**config.mk**
```make
export PLATFORM = sky130hd
export DESIGN_NAME = apb_rr_master_flat
export DESIGN_NICKNAME = d
export VERILOG_FILES = /design/src/rtl/apb_pkg.sv /design/src/rtl/apb_rr_master_if.sv /design/src/rtl/apb_rr_master_arbiter.sv /design/src/rtl/apb_rr_master.sv /design/src/flat_wrapper.sv
export SDC_FILE = /design/constraint.sdc
export NUM_CORES = 1
export LEC_CHECK = 0
export ABC_AREA = 1
export CAP_MARGIN = 10
export CORE_ASPECT_RATIO = 1.75
export CORE_UTILIZATION = 42
export DETAILED_ROUTE_END_ITERATION = 10
export PLACE_DENSITY = 0.91
export REMOVE_ABC_BUFFERS = 1
export SYNTH_ARGS = -nofsm -noshare
export SYNTH_HDL_FRONTEND = slang
export SYNTH_HIERARCHICAL = 1
export SYNTH_SLANG_ARGS = --single-unit
```
**constraint.sdc**
```tcl
create_clock -name PCLK -period 5.36 [get_ports PCLK]
set_clock_uncertainty 0.15 [all_clocks]
set_input_delay 1.072 -clock PCLK [delete_from_list [all_inputs] [get_ports PCLK]]
set_output_delay 1.072 -clock PCLK [all_outputs]
set_load 0.005 [all_outputs]
```
**src/rtl/apb_pkg.sv**
```systemverilog
// Shared types for the round-robin APB master: FSM states, default bus widths and the request record.
package apb_pkg;

    localparam int APB_DATA_WIDTH = 32;
    localparam int APB_ADDR_WIDTH = 32;

    typedef enum logic [1:0] {
        IDLE   = 2'd0,
        SETUP  = 2'd1,
        ACCESS = 2'd2
    } apb_state_e;

    typedef struct packed {
        logic                      write;
        logic [APB_ADDR_WIDTH-1:0] addr;
        logic [APB_DATA_WIDTH-1:0] wdata;
    } apb_req_t;

endpackage

```
**src/rtl/apb_rr_master_if.sv**
```systemverilog
// Requester-side valid/ready/response bundle plus the APB completer bus of apb_rr_master.
interface apb_rr_master_if #(
    parameter int NUM_REQ    = 2,
    parameter int DATA_WIDTH = apb_pkg::APB_DATA_WIDTH,
    parameter int ADDR_WIDTH = apb_pkg::APB_ADDR_WIDTH
);

    logic [NUM_REQ-1:0]            req_valid;
    logic [NUM_REQ-1:0]            req_write;
    logic [NUM_REQ*ADDR_WIDTH-1:0] req_addr;
    logic [NUM_REQ*DATA_WIDTH-1:0] req_wdata;
    logic [NUM_REQ-1:0]            req_ready;
    logic [NUM_REQ-1:0]            rsp_valid;
    logic [DATA_WIDTH-1:0]         rsp_rdata;
    logic                          rsp_err;

    logic                          PSEL;
    logic                          PENABLE;
    logic                          PWRITE;
    logic [ADDR_WIDTH-1:0]         PADDR;
    logic [DATA_WIDTH-1:0]         PWDATA;
    logic [DATA_WIDTH-1:0]         PRDATA;
    logic                          PREADY;

    modport master (
        input  req_valid, req_write, req_addr, req_wdata, PRDATA, PREADY,
        output req_ready, rsp_valid, rsp_rdata, rsp_err,
               PSEL, PENABLE, PWRITE, PADDR, PWDATA
    );

    modport slave (
        output req_valid, req_write, req_addr, req_wdata, PRDATA, PREADY,
        input  req_ready, rsp_valid, rsp_rdata, rsp_err,
               PSEL, PENABLE, PWRITE, PADDR, PWDATA
    );

endinterface

```
**src/rtl/apb_rr_master_arbiter.sv**
```systemverilog
// Combinational round-robin arbiter: the search starts one past last_grant and wraps modulo NUM_REQ.
module apb_rr_arbiter #(
    parameter  int NUM_REQ = 2,
    localparam int IDX_W   = $clog2(NUM_REQ)
) (
    input  logic [NUM_REQ-1:0] req,
    input  logic [IDX_W-1:0]   last_grant,
    input  logic               enable,
    output logic [NUM_REQ-1:0] grant,
    output logic [IDX_W-1:0]   grant_idx,
    output logic               grant_valid
);

    logic [IDX_W-1:0] cand_idx [NUM_REQ];

    // cand_idx[gi] is the requester at priority rank gi (rank 0 = highest).
    generate
        for (genvar gi = 0; gi < NUM_REQ; gi++) begin : g_cand
            logic [IDX_W:0] sum;
            assign sum = {1'b0, last_grant} + (IDX_W+1)'(gi + 1);
            assign cand_idx[gi] = (sum >= (IDX_W+1)'(NUM_REQ)) ?
                                  IDX_W'(sum - (IDX_W+1)'(NUM_REQ)) : IDX_W'(sum);
        end
    endgenerate

    always_comb begin
        grant       = '0;
        grant_idx   = '0;
        grant_valid = 1'b0;
        if (enable) begin
            // Walk from lowest to highest priority so the highest-priority hit is the last write.
            for (int i = NUM_REQ - 1; i >= 0; i--) begin
                if (req[cand_idx[i]]) begin
                    grant_idx   = cand_idx[i];
                    grant_valid = 1'b1;
                end
            end
            if (grant_valid) begin
                grant = NUM_REQ'(1) << grant_idx;
            end
        end
    end

endmodule

```
**src/rtl/apb_rr_master.sv**
```systemverilog
// Round-robin APB master sharing one completer between NUM_REQ requesters.
// Optional ACCESS-phase watchdog is built when APB_TIMEOUT_EN is defined.
module apb_rr_master
    import apb_pkg::*;
#(
    parameter int NUM_REQ        = 2,
    parameter int DATA_WIDTH     = APB_DATA_WIDTH,
    parameter int ADDR_WIDTH     = APB_ADDR_WIDTH,
    parameter int TIMEOUT_CYCLES = 16
) (
    input  logic            PCLK,
    input  logic            PRESETn,
    apb_rr_master_if.master bus
);

    localparam int IDX_W = $clog2(NUM_REQ);

    generate
        if (NUM_REQ < 2 || NUM_REQ > 8 || TIMEOUT_CYCLES < 1) begin : g_bad_param
            $error("apb_rr_master: NUM_REQ must be 2..8 and TIMEOUT_CYCLES >= 1");
        end
    endgenerate

    apb_state_e            state_reg;
    logic [IDX_W-1:0]      last_grant_reg;
    logic                  psel_reg;
    logic                  penable_reg;
    logic                  pwrite_reg;
    logic [ADDR_WIDTH-1:0] paddr_reg;
    logic [DATA_WIDTH-1:0] pwdata_reg;
    logic [NUM_REQ-1:0]    rsp_valid_reg;
    logic [DATA_WIDTH-1:0] rsp_rdata_reg;
    logic                  rsp_err_reg;

    logic                  accept_pt;
    logic                  complete;
    logic                  timeout_hit;
    logic [NUM_REQ-1:0]    grant;
    logic [IDX_W-1:0]      grant_idx;
    logic                  grant_valid;
    logic                  win_write;
    logic [ADDR_WIDTH-1:0] win_addr;
    logic [DATA_WIDTH-1:0] win_wdata;

    // A timeout completes the transfer but is not an accept point; arbitration resumes from IDLE.
    assign accept_pt = (state_reg == IDLE) || ((state_reg == ACCESS) && bus.PREADY);
    assign complete  = (state_reg == ACCESS) && (bus.PREADY || timeout_hit);

    apb_rr_arbiter #(
        .NUM_REQ(NUM_REQ)
    ) u_arb (
        .req        (bus.req_valid),
        .last_grant (last_grant_reg),
        .enable     (accept_pt),
        .grant      (grant),
        .grant_idx  (grant_idx),
        .grant_valid(grant_valid)
    );

    assign win_write = bus.req_write[grant_idx];
    assign win_addr  = bus.req_addr[grant_idx*ADDR_WIDTH +: ADDR_WIDTH];
    assign win_wdata = bus.req_wdata[grant_idx*DATA_WIDTH +: DATA_WIDTH];

`ifdef APB_TIMEOUT_EN
    localparam int TO_W = $clog2(TIMEOUT_CYCLES + 1);

    logic [TO_W-1:0] to_cnt_reg;

    // Counts stalled ACCESS cycles; the TIMEOUT_CYCLES-th stalled cycle aborts unless PREADY rises.
    assign timeout_hit = (state_reg == ACCESS) && !bus.PREADY &&
                         (to_cnt_reg == TO_W'(TIMEOUT_CYCLES - 1));

    always_ff @(posedge PCLK or negedge PRESETn) begin
        if (!PRESETn) begin
            to_cnt_reg <= '0;
        end else if (state_reg == SETUP) begin
            to_cnt_reg <= '0;
        end else if ((state_reg == ACCESS) && !bus.PREADY) begin
            to_cnt_reg <= to_cnt_reg + TO_W'(1);
        end
    end
`else
    assign timeout_hit = 1'b0;
`endif

    always_ff @(posedge PCLK or negedge PRESETn) begin
        if (!PRESETn) begin
            state_reg      <= IDLE;
            last_grant_reg <= IDX_W'(NUM_REQ - 1);
            psel_reg       <= 1'b0;
            penable_reg    <= 1'b0;
            pwrite_reg     <= 1'b0;
            paddr_reg      <= '0;
            pwdata_reg     <= '0;
            rsp_valid_reg  <= '0;
            rsp_rdata_reg  <= '0;
            rsp_err_reg    <= 1'b0;
        end else begin
            rsp_valid_reg <= '0;
            rsp_rdata_reg <= '0;
            rsp_err_reg   <= 1'b0;

            if (complete) begin
                rsp_valid_reg <= NUM_REQ'(1) << last_grant_reg;
                rsp_rdata_reg <= (pwrite_reg || timeout_hit) ? '0 : bus.PRDATA;
                rsp_err_reg   <= timeout_hit;
            end

            if (grant_valid) begin
                // Accept: IDLE->SETUP or back-to-back ACCESS->SETUP with PSEL held high.
                state_reg      <= SETUP;
                last_grant_reg <= grant_idx;
                psel_reg       <= 1'b1;
                penable_reg    <= 1'b0;
                pwrite_reg     <= win_write;
                paddr_reg      <= win_addr;
                pwdata_reg     <= win_write ? win_wdata : '0;
            end else if (state_reg == SETUP) begin
                state_reg   <= ACCESS;
                penable_reg <= 1'b1;
            end else if (complete) begin
                state_reg   <= IDLE;
                psel_reg    <= 1'b0;
                penable_reg <= 1'b0;
                pwrite_reg  <= 1'b0;
                paddr_reg   <= '0;
                pwdata_reg  <= '0;
            end
        end
    end

    assign bus.req_ready = grant;
    assign bus.rsp_valid = rsp_valid_reg;
    assign bus.rsp_rdata = rsp_rdata_reg;
    assign bus.rsp_err   = rsp_err_reg;
    assign bus.PSEL      = psel_reg;
    assign bus.PENABLE   = penable_reg;
    assign bus.PWRITE    = pwrite_reg;
    assign bus.PADDR     = paddr_reg;
    assign bus.PWDATA    = pwdata_reg;

endmodule

```
**src/flat_wrapper.sv**
```systemverilog
// flat-port wrapper written by rule: the top's interface ports become plain ports
module apb_rr_master_flat import apb_pkg::*;
#(
    parameter int NUM_REQ        = 2,
    parameter int DATA_WIDTH     = APB_DATA_WIDTH,
    parameter int ADDR_WIDTH     = APB_ADDR_WIDTH,
    parameter int TIMEOUT_CYCLES = 16
)
  (PCLK, PRESETn, bus_req_valid, bus_req_write, bus_req_addr, bus_req_wdata, bus_PRDATA, bus_PREADY, bus_req_ready, bus_rsp_valid, bus_rsp_rdata, bus_rsp_err, bus_PSEL, bus_PENABLE, bus_PWRITE, bus_PADDR, bus_PWDATA);
  apb_rr_master_if #(.NUM_REQ(NUM_REQ), .DATA_WIDTH(DATA_WIDTH), .ADDR_WIDTH(ADDR_WIDTH)) bus_i ();
  input  logic PCLK;
  input  logic PRESETn;
  input wire logic [$bits(bus_i.req_valid)-1:0] bus_req_valid;
  input wire logic [$bits(bus_i.req_write)-1:0] bus_req_write;
  input wire logic [$bits(bus_i.req_addr)-1:0] bus_req_addr;
  input wire logic [$bits(bus_i.req_wdata)-1:0] bus_req_wdata;
  input wire logic [$bits(bus_i.PRDATA)-1:0] bus_PRDATA;
  input wire logic [$bits(bus_i.PREADY)-1:0] bus_PREADY;
  output wire logic [$bits(bus_i.req_ready)-1:0] bus_req_ready;
  output wire logic [$bits(bus_i.rsp_valid)-1:0] bus_rsp_valid;
  output wire logic [$bits(bus_i.rsp_rdata)-1:0] bus_rsp_rdata;
  output wire logic [$bits(bus_i.rsp_err)-1:0] bus_rsp_err;
  output wire logic [$bits(bus_i.PSEL)-1:0] bus_PSEL;
  output wire logic [$bits(bus_i.PENABLE)-1:0] bus_PENABLE;
  output wire logic [$bits(bus_i.PWRITE)-1:0] bus_PWRITE;
  output wire logic [$bits(bus_i.PADDR)-1:0] bus_PADDR;
  output wire logic [$bits(bus_i.PWDATA)-1:0] bus_PWDATA;
  assign bus_i.req_valid = bus_req_valid;
  assign bus_i.req_write = bus_req_write;
  assign bus_i.req_addr = bus_req_addr;
  assign bus_i.req_wdata = bus_req_wdata;
  assign bus_i.PRDATA = bus_PRDATA;
  assign bus_i.PREADY = bus_PREADY;
  assign bus_req_ready = bus_i.req_ready;
  assign bus_rsp_valid = bus_i.rsp_valid;
  assign bus_rsp_rdata = bus_i.rsp_rdata;
  assign bus_rsp_err = bus_i.rsp_err;
  assign bus_PSEL = bus_i.PSEL;
  assign bus_PENABLE = bus_i.PENABLE;
  assign bus_PWRITE = bus_i.PWRITE;
  assign bus_PADDR = bus_i.PADDR;
  assign bus_PWDATA = bus_i.PWDATA;
  apb_rr_master #(.NUM_REQ(NUM_REQ), .DATA_WIDTH(DATA_WIDTH), .ADDR_WIDTH(ADDR_WIDTH), .TIMEOUT_CYCLES(TIMEOUT_CYCLES)) u_core (.PCLK(PCLK), .PRESETn(PRESETn), .bus(bus_i));
endmodule
```
# After elaboration in Yosys (flattened, before gate mapping)
# Index checks and enable logic that the tools add are counted.
# op_classes
n_addsub	4
magnitude_cmp	5
n_eq_ne	3
n_shift	4
muxes	35
reduce_logical	6
# ops
cell	count
$mux 32	7
$shiftx 64x7->32	2
$mux 1	22
$mux 2	6
$lt 1x2->1 const B	3
$ge 2x2->1 const B	2
$shl 1x1->2 const A	2
$reduce_bool 3->1	1
$add 1x1->2 const B	1
$add 1x2->2 const B	1
$eq 2x1->1 const B	1
$eq 2x2->1 const B	1
$logic_not 2->1	1
$ne 2x1->1 const B	1
$reduce_and 2->1	1
$reduce_bool 2->1	1
$sub 1x1->1 const B	2
$logic_and 1x1->1	1
$logic_or 1x1->1	1
# totals
reg_bits	104
input_bits	167
output_inout_bits	104
word_cells	66

# Longest topological paths before layout
# depth
word_depth	13
ltp_mapped	12
ltp_nobuf	9

# By module
# Netlist, hierarchy kept.
# modules_own_cells
module	n_inst	cells_each	area_per_inst_um2	seq_area_each_um2
apb_rr_master	1	556	4714.5	2578.7
apb_rr_arbiter	1	8	37.5	0.0

# Least setup slack after synthesis
# Ideal clock, no wire load.
# synth_timing
kind	input to output
start	input bus_PREADY
end	output bus_req_ready[0]
arrival_ps	1682
required_ps	4138
slack_ps	2456
stages	5
path_buffers	1
cell_sequence	nand3_1 -> buf_4 -> o21ai_0 -> o21ai_1 -> nor2_1
# synth_between
elab_chain_len	3
# synth_rtl
element	line	rtl
start: declaration	flat_wrapper.sv:18	input wire logic [$bits(bus_i.PREADY)-1:0] bus_PREADY;
$logic_and 1x1->1	apb_rr_master.sv:46	assign accept_pt = (state_reg == IDLE) || ((state_reg == ACCESS) && bus.PREADY);
$logic_or 1x1->1	apb_rr_master.sv:46	
named net u_core.accept_pt	apb_rr_master.sv:35	logic accept_pt;
$mux 2	apb_rr_master_arbiter.sv:30	if (enable) begin
end: declaration	flat_wrapper.sv:19	output wire logic [$bits(bus_i.req_ready)-1:0] bus_req_ready;
# The timed path passes the listed nets, and every way through them passes these cells.

# Final worst setup path
# Same ends and word-level chain as after synthesis.

==> run_results.csv <==
group,metric,value,unit
setup_path,cp_num_cells,6,
final_layout,multi_input_comb_area,1840,µm²
placed_design,dpl_cell_area,7340,µm²
drt,via_density_per_instance,5.00,
setup_path,cp.arrival,2.61,ns
clocking,cts_max_path_buffers,2,
setup_path,kind_of_cell_with_the_highest_combined_delay_on_the_critical_path,"buffers and inverters",
setup_path,critical_path.reg2reg.endpoint,"u_core/bus.PADDR[8]$_DFFE_PN0P_",
yosys,yosys_warnings,6,
global_routing,grt_pass1_vias,4448,
final_layout,final_cell_area,7640,µm²
setup_path,worst_path_most_repeated_cell,"clkdlybuf4s50_1",
floorplanning,starting_utilization_of_the_core_area,0.430,
timing,setup_viol,0,
final_layout,regArea,2580,µm²
global_routing,global_route_wire_length_before_repair,22000,µm
yosys,synth_sequential_area_ratio,0.543,
global_routing,globalRoute.totalOverflow,0,
yosys,synth_top_family_by_area,"simple AND/OR/NAND/NOR gates",
final_layout,post_route_cells_drive_above_1_share,0.0347,
pwr,power_switching_share,0.372,
timing,timing_worst_slew_pin_value,1.11,ns
hold_path,holdPathEnd,"u_core/bus.PSEL$_DFFE_PN0P_",
yosys,share_of_synthesized_cell_area_in_full_adder_half_adder_and_majority_cells,0,
clocking,cts-resized-gates,0,
setup_path,worst_path_largest_cell_delay,0.53,ns
floorplanning,die_h,143,µm
clocking,cts.hold.buffers_added,0,
placed_design,dpl_worst_slack,1.54,ns
hold_path,worstHoldStart,"u_core/bus.PSEL$_DFFE_PN0P_",
global_routing,grt_start_max_net_pins,101,
clocking,htree_num_levels,3,
global_routing,grt_util_all_layers,0.252,
floorplanning,dieArea,11800,µm²
final_layout,filler_cell_count,873,
floorplanning,rows,51,
placed_design,global_placer_s_final_weighted_congestion,0.844,
setup_path,crit-reg2reg-launch,"u_core/state_reg[1]$_DFFE_PN0P_",
drt,antenna_violating_nets_post_route,0,
drt,drc,0,
setup_path,cp_slowest_cell,"clkdlybuf4s50_1",
drt,drt-initial-drc-count,244,
timing,ratio_of_final_minimum_period_to_clock_period,0.715,
timing,fin_ws,1.53,ns
pwr,clock_power_share,0.184,
timing,timing.final.crit_period,3.83,ns
yosys,yosysUniqueCellTypes,20,
clocking,post_cts.repair.setup_buffers,0,
pwr,power.density,467,nW/µm²
yosys,synth_mux_area_frac,0,
yosys,synth.top_cells.by_area,"dfrtp_1, nand2_1, nand3_1, nor2_1, nor3b_1",
pwr,cellLeakagePower,3.57,nW
yosys,synthCells,564,
clocking,cts-root-buf,"clkbuf_16",
pwr,internal_power,0.00224,W
setup_path,r2r.worst_path.cells,6,
clocking,clkSlewWorstSetupHoldPaths,0.06,ns
setup_path,worst-setup-path-type,"in -> out",
setup_path,path_cells,"clkdlybuf4s50_1 -> nand3_4 -> o21ai_0 -> o21ai_1 -> nor2_1 -> clkdlybuf4s50_1",
clocking,cts_tree,"built",
yosys,post_synth_xor_area_fraction,0,
timing,fin_tns_setup,0,ns
drt,detail_route.wirelength,14800,µm
final_layout,util_after_layout,0.692,
clocking,clk_latency,0.34,ns
setup_path,crit_path_end_kind,"output pin",
final_layout,layout-area-overhead-vs-synth,60.7,%
yosys,synth_compound_area_frac,0.0379,
final_layout,nets,969,
pwr,sequential_fraction_of_design_power,0.347,
outcome,outcome,"complete, no violations",
yosys,ys_seq_elements,103,
clocking,numCtsBuffers,9,
hold_path,worstHoldPathType,"reg -> reg",
timing,final_max_slew_viol_count,0,
drt,dr_total_vias,4696,
setup_path,worst-path-buf-inv,2,
setup_path,critPathMaxFanout,4,
drt,detailedRoute.firstPassIterationCount,4,
setup_path,setup.reg_to_reg.worst_slack,2.70,ns
yosys,syn-cell-area,4750,µm²
final_layout,num_antenna_cells,0,
timing,fin_worst_hold_slack,0.321,ns
placed_design,port_buffers,269,
global_routing,antenna_violations_before_repair,0,
timing,achievable-frequency,261,MHz
yosys,synth_top_area_frac,0.537,
floorplanning,io_pins,271,
hold_path,min_path_cells,2,
pwr,p_sw,0.00132,W
setup_path,cp.required,4.14,ns
floorplanning,floorplan.core_area,11000,µm²
pwr,logic_gate_share_of_total_power,0.469,
timing,setup_repair_after_global_routing_missed_its_margin,"no",
yosys,postSynthAreaPerCell,8.43,µm²
flow_run,timing.max_cap.violations,0,
timing,total_count_of_hold_check_failures_in_the_final_report,0,
yosys,post-synth-top-area-cell,"dfrtp_1",
clocking,number_of_clock_sinks,103,
pwr,vdd.ir_drop.worst,0.304,mV
drt,avg_wl_per_cell,15.7,µm
floorplanning,die_width,82.4,µm
placed_design,dp_hpwl,10200,µm
yosys,yosys.area_share.simple,0.346,
setup_path,crit_path_start_kind,"input port",
timing,timing.slew.headroom,0.262,
[cell families after synthesis]
family / after synthesis
buffers and inverters: 53
flip-flops: 103
AO/OA/AOI/OAI: 36
AND/OR/NAND/NOR: 371
other: 1
[worst max path at each step]
stage,startpoint,to
2_1_floorplan,bus_PREADY,u_core/bus.PWDATA[30]$_DFFE_PN0P_
3_3_place_gp,bus_PREADY,bus_req_ready[0]
3_5_place_dp,bus_PREADY,bus_req_ready[0]
4_1_cts,bus_PREADY,bus_req_ready[0]
5_1_grt,bus_PREADY,bus_req_ready[0]
6_report,bus_PREADY,bus_req_ready[0]
[layer usage]
| metal | track usage | wire (µm) | share of wire | vias up |
|---|---|---|---|---|
| li1 | - | - | - | 2291 |
| met3 | 0.0550 | 983 | 0.067 | 41 |
| met4 | 0.144 | 668 | 0.045 | 0 |
| met1 | 0.271 | 5330 | 0.36 | 2172 |
| met2 | 0.439 | 7790 | 0.53 | 192 |
| met5 | 0 | 0 | 0 | - |
[cells in the mapped netlist]
cell type  number
a21oi_1         1
and3_1          2
buf_1           2
buf_2          18
buf_4           8
buf_6          12
clkbuf_1        7
conb_1          1
dfrtp_1       102
dfstp_2         1
inv_1           4
inv_2           1
inv_4           1
nand2_1       169
nand2_2         2
nand3_1        98
nor2_1         68
nor3b_1        32
o21ai_0        20
o21ai_1        15
[power by group through the flow]
stage                     clock network (W)  registers, W  logic (W)
after floorplan                           0       0.00124   0.000708
after global placement                    0       0.00123    0.00165
after CTS                          0.000669       0.00124    0.00169
after detailed placement                  0       0.00124    0.00169
final                              0.000655       0.00124    0.00167
after global routing               0.000702       0.00127    0.00185
[cells in the final DEF, fill, tap and decap left out]
| master | n |
|---|---|
| a21oi_1 | 1 |
| and3_1 | 1 |
| and3_2 | 1 |
| buf_4 | 6 |
| bufinv_16 | 1 |
| clkbuf_1 | 1 |
| clkbuf_16 | 9 |
| clkdlybuf4s50_1 | 268 |
| clkinv_2 | 1 |
| clkinv_4 | 2 |
| clkinvlp_4 | 1 |
| conb_1 | 1 |
| dfrtp_1 | 102 |
| dfstp_2 | 1 |
| inv_1 | 4 |
| inv_2 | 1 |
| inv_4 | 1 |
| inv_6 | 1 |
| nand2_1 | 169 |
| nand2_2 | 2 |
| nand3_1 | 97 |
| nand3_4 | 1 |
| nor2_1 | 68 |
| nor3b_1 | 32 |
| o21ai_0 | 20 |
| o21ai_1 | 15 |
[per-stage QoR]
step	instances	total power [W]
after floorplan	517	0.00195
after detailed placement	923	0.00293
final	939	0.00356
after global routing	939	0.00382
after global placement	923	0.00288
after CTS	939	0.00360
[cell type report]
type | count | share of cell area
flip-flops and latches | 103 | 0.338
clock inverters | 6 | 0.00901
multi-input cells | 408 | 0.241
clock buffers | 10 | 0.0300
inverters | 6 | 0.00328
well taps | 132 | 0.0216
repair buffers | 274 | 0.357
[worst min-delay path: stages, from the launching register on]
cell and delay (ns):
dfrtp_1 0.34, nand2_1 0.05, nand2_1 0.04
(Power assumes the default switching activity.)
==> edit: new RTL, config.mk and constraints unchanged <==
`APB_ADDR_WIDTH`: 32 -> 24.
--- a/src/rtl/apb_pkg.sv
+++ b/src/rtl/apb_pkg.sv
@@ -2,7 +2,7 @@
 package apb_pkg;
 
     localparam int APB_DATA_WIDTH = 32;
-    localparam int APB_ADDR_WIDTH = 32;
+    localparam int APB_ADDR_WIDTH = 24;
 
     typedef enum logic [1:0] {
         IDLE   = 2'd0,
Interface: changed (resized bus_PADDR and bus_req_addr); port bits go from 271 to 247. No check against the original RTL was run, so the function may have changed too.
==> edit against the original RTL <==
Sequential share of layout area down 0.20 points; synthesized area is 8.1% lower; cell area fell by 7.2%; worst setup slack improved by 42 ps; clock power is 2% lower; first-iteration DRC count rose by 41%; sequential cell count decreased by 8; total power decreased by 6.9%; non-clock buffer count is 22 lower; routed wire length decreased by 2.9%; worst hold slack gained 33 ps; largest cell class unchanged; largest power group unchanged.
==> edit: results (changes against the original RTL) <==
Clock tree
The number of setup buffers added after CTS came to 0 (unchanged). The number of buffers created by CTS is 9 (unchanged). The clock input transition at the sequential cells of the worst setup and hold paths is 70 ps.

The maximum count of clock buffers along a single path is 2 (unchanged). CTS placed an instance of sky130_fd_sc_hd__clkbuf_16 at the clock tree root. The number of H-tree levels is 3 (unchanged). The total of cells resized after clock tree synthesis is 0 (unchanged). At the later pin of the worst-skew pair, clock insertion delay measures approximately 330 ps.

Detailed routing
The final wirelength is 14.3 mm (-2.9%). The via count is 4,435 (-5.6%). The number of DRC violations after detailed-routing iteration 0 is 344 (+41%). The length of the first detailed-routing pass in iterations is 5 (+1).

Setup path
The register-to-register path setup slack is 2590 ps (-110 ps). The critical path launch point is bus_PREADY. The maximum fanout along the worst path was 4 (unchanged).

The endpoint of the worst-slack reg-to-reg timing path is u_core/bus.PADDR[6]. The cell depth of the worst flop-to-flop path was 10 (+4). The delay of the slowest cell on the worst path came to 510 ps (-20 ps). The required time at the worst-slack endpoint is 4140 ps (about the same). In this run the critical register-to-register path is launched from u_core/state_reg[1]. The slowest stage of the critical path belongs to the cell sky130_fd_sc_hd__clkdlybuf4s50_1.

Finish
The fraction of final layout cells with drive strength greater than 1 is 5.70% (+2.2 points). The antenna diode instance count is 0 (unchanged). The number of nets in the layout is 883 (-8.9%).

Global route
The global-route total usage across every layer is 26.7% (+1.5 points). The initial antenna violation count is 0 (unchanged). The pin count of the biggest net entering global routing is 93 (-7.9%).

The first-pass GRT wire length came to 22.0 mm (+0.35%). The via count of the first global-routing pass was 4,536 (+2.0%).

Min path
The class of the tightest hold or removal check is flop to flop. The number of cells on the worst hold path came to 2 (unchanged). The worst hold path terminates at u_core/bus.PSEL.

The startpoint of the most critical hold path is u_core/bus.PSEL.

Place
The weighted congestion at the end of routability-driven global placement is 0.873 (+3.4%). The count of input and output buffers is 245 (-8.9%). The HPWL after detailed placement is 10.4 mm (+2.4%).

Timing
The worst slack on hold paths is 354 ps (+33.4 ps). The transition time of the tightest slew-check pin is 984 ps (-122 ps).

Power
The switching power summed over all nets came to 1.24 mW (-6.3%). The static leakage power is 3.31 nW (-7.3%). The worst supply voltage drop on vdd was 0.263 mV (-14%).

Yosys
The number of distinct library cells after synthesis is 19 (-5.0%). The async set-reset flop share out of synthesis is 100% (unchanged). Sorting the synthesized cells by how often they occur yields sky130_fd_sc_hd__nand2_1, sky130_fd_sc_hd__dfrtp_1, sky130_fd_sc_hd__nand3_1. After synthesis, the cell types taking the most area are sky130_fd_sc_hd__dfrtp_1, sky130_fd_sc_hd__nand2_1, sky130_fd_sc_hd__nand3_1. The sequential cell area fraction in the yosys report is 54.5% (+0.20 points). The count of warnings emitted by yosys is 6 (unchanged).

Outcome
The flow ran to the end, and the final reports show no timing, DRC or antenna violations.
==> edit: cell types whose count changed after synthesis, sizes merged <==
cell and delta:
nand3 -8, dfrtp -8, o21ai -8, nand2 -8, clkbuf +1, nor2 -16, buf -5
==> edit: final cells by class <==
cell class	count	area [µm²]
multi-input combinational	368	1720
tap	125	156
clock inverter	7	78.8
sequential	95	2380
fill	754	2880
inverter	6	22.5
clock buffer	9	225
timing repair buffer	252	2500
==> edit: layer usage <==
| metal | part of all wire, % | global-route usage (%) | vias up |
|---|---|---|---|
| li1 | - | - | 2088 |
| met1 | 34 | 27.3 | 2072 |
| met2 | 55 | 50.5 | 231 |
| met3 | 6.9 | 6.13 | 44 |
| met4 | 3.7 | 11.7 | 0 |
| met5 | 0 | 0 | - |
==> edit: cell families after synthesis <==
kind of cell	count (synthesis)	share of synthesized area, %
AOI/OAI and AO/OA	28	3.21
buffers and inverters	49	6.39
DFF	95	54.5
other	1	0.0859
and+or+nand+nor	339	35.8
==> edit: worst max path at each step <==
stage	endpoint	cells past startpoint
2_1_floorplan	u_core/bus.PWDATA[30]	8
3_3_place_gp	bus_req_ready[0]	6
3_5_place_dp	u_core/bus.PADDR[6]	11
4_1_cts	bus_req_ready[0]	6
5_1_grt	bus_req_ready[0]	6
6_report	bus_req_ready[0]	6
==> edit: power by group through the flow <==
stage	Clock [mW]	Sequential [mW]	Combinational, mW
final	0.642	1.11	1.56
after global routing	0.684	1.14	1.71
after CTS	0.655	1.11	1.57
after detailed placement	0	1.12	1.56
after global placement	0	1.11	1.49
after floorplan	0	1.14	0.639
==> edit: through the flow <==
step	instances	setup WS, ps	setup TNS, ps	instance area (µm²)
detailed placement	846	1500	0	6780
CTS	862	1570	0	7090
global route	862	1490	0	7090
finish	862	1570	0	7090
global placement	846	1630	0	6780
floorplan	469	-818	-37430	4110
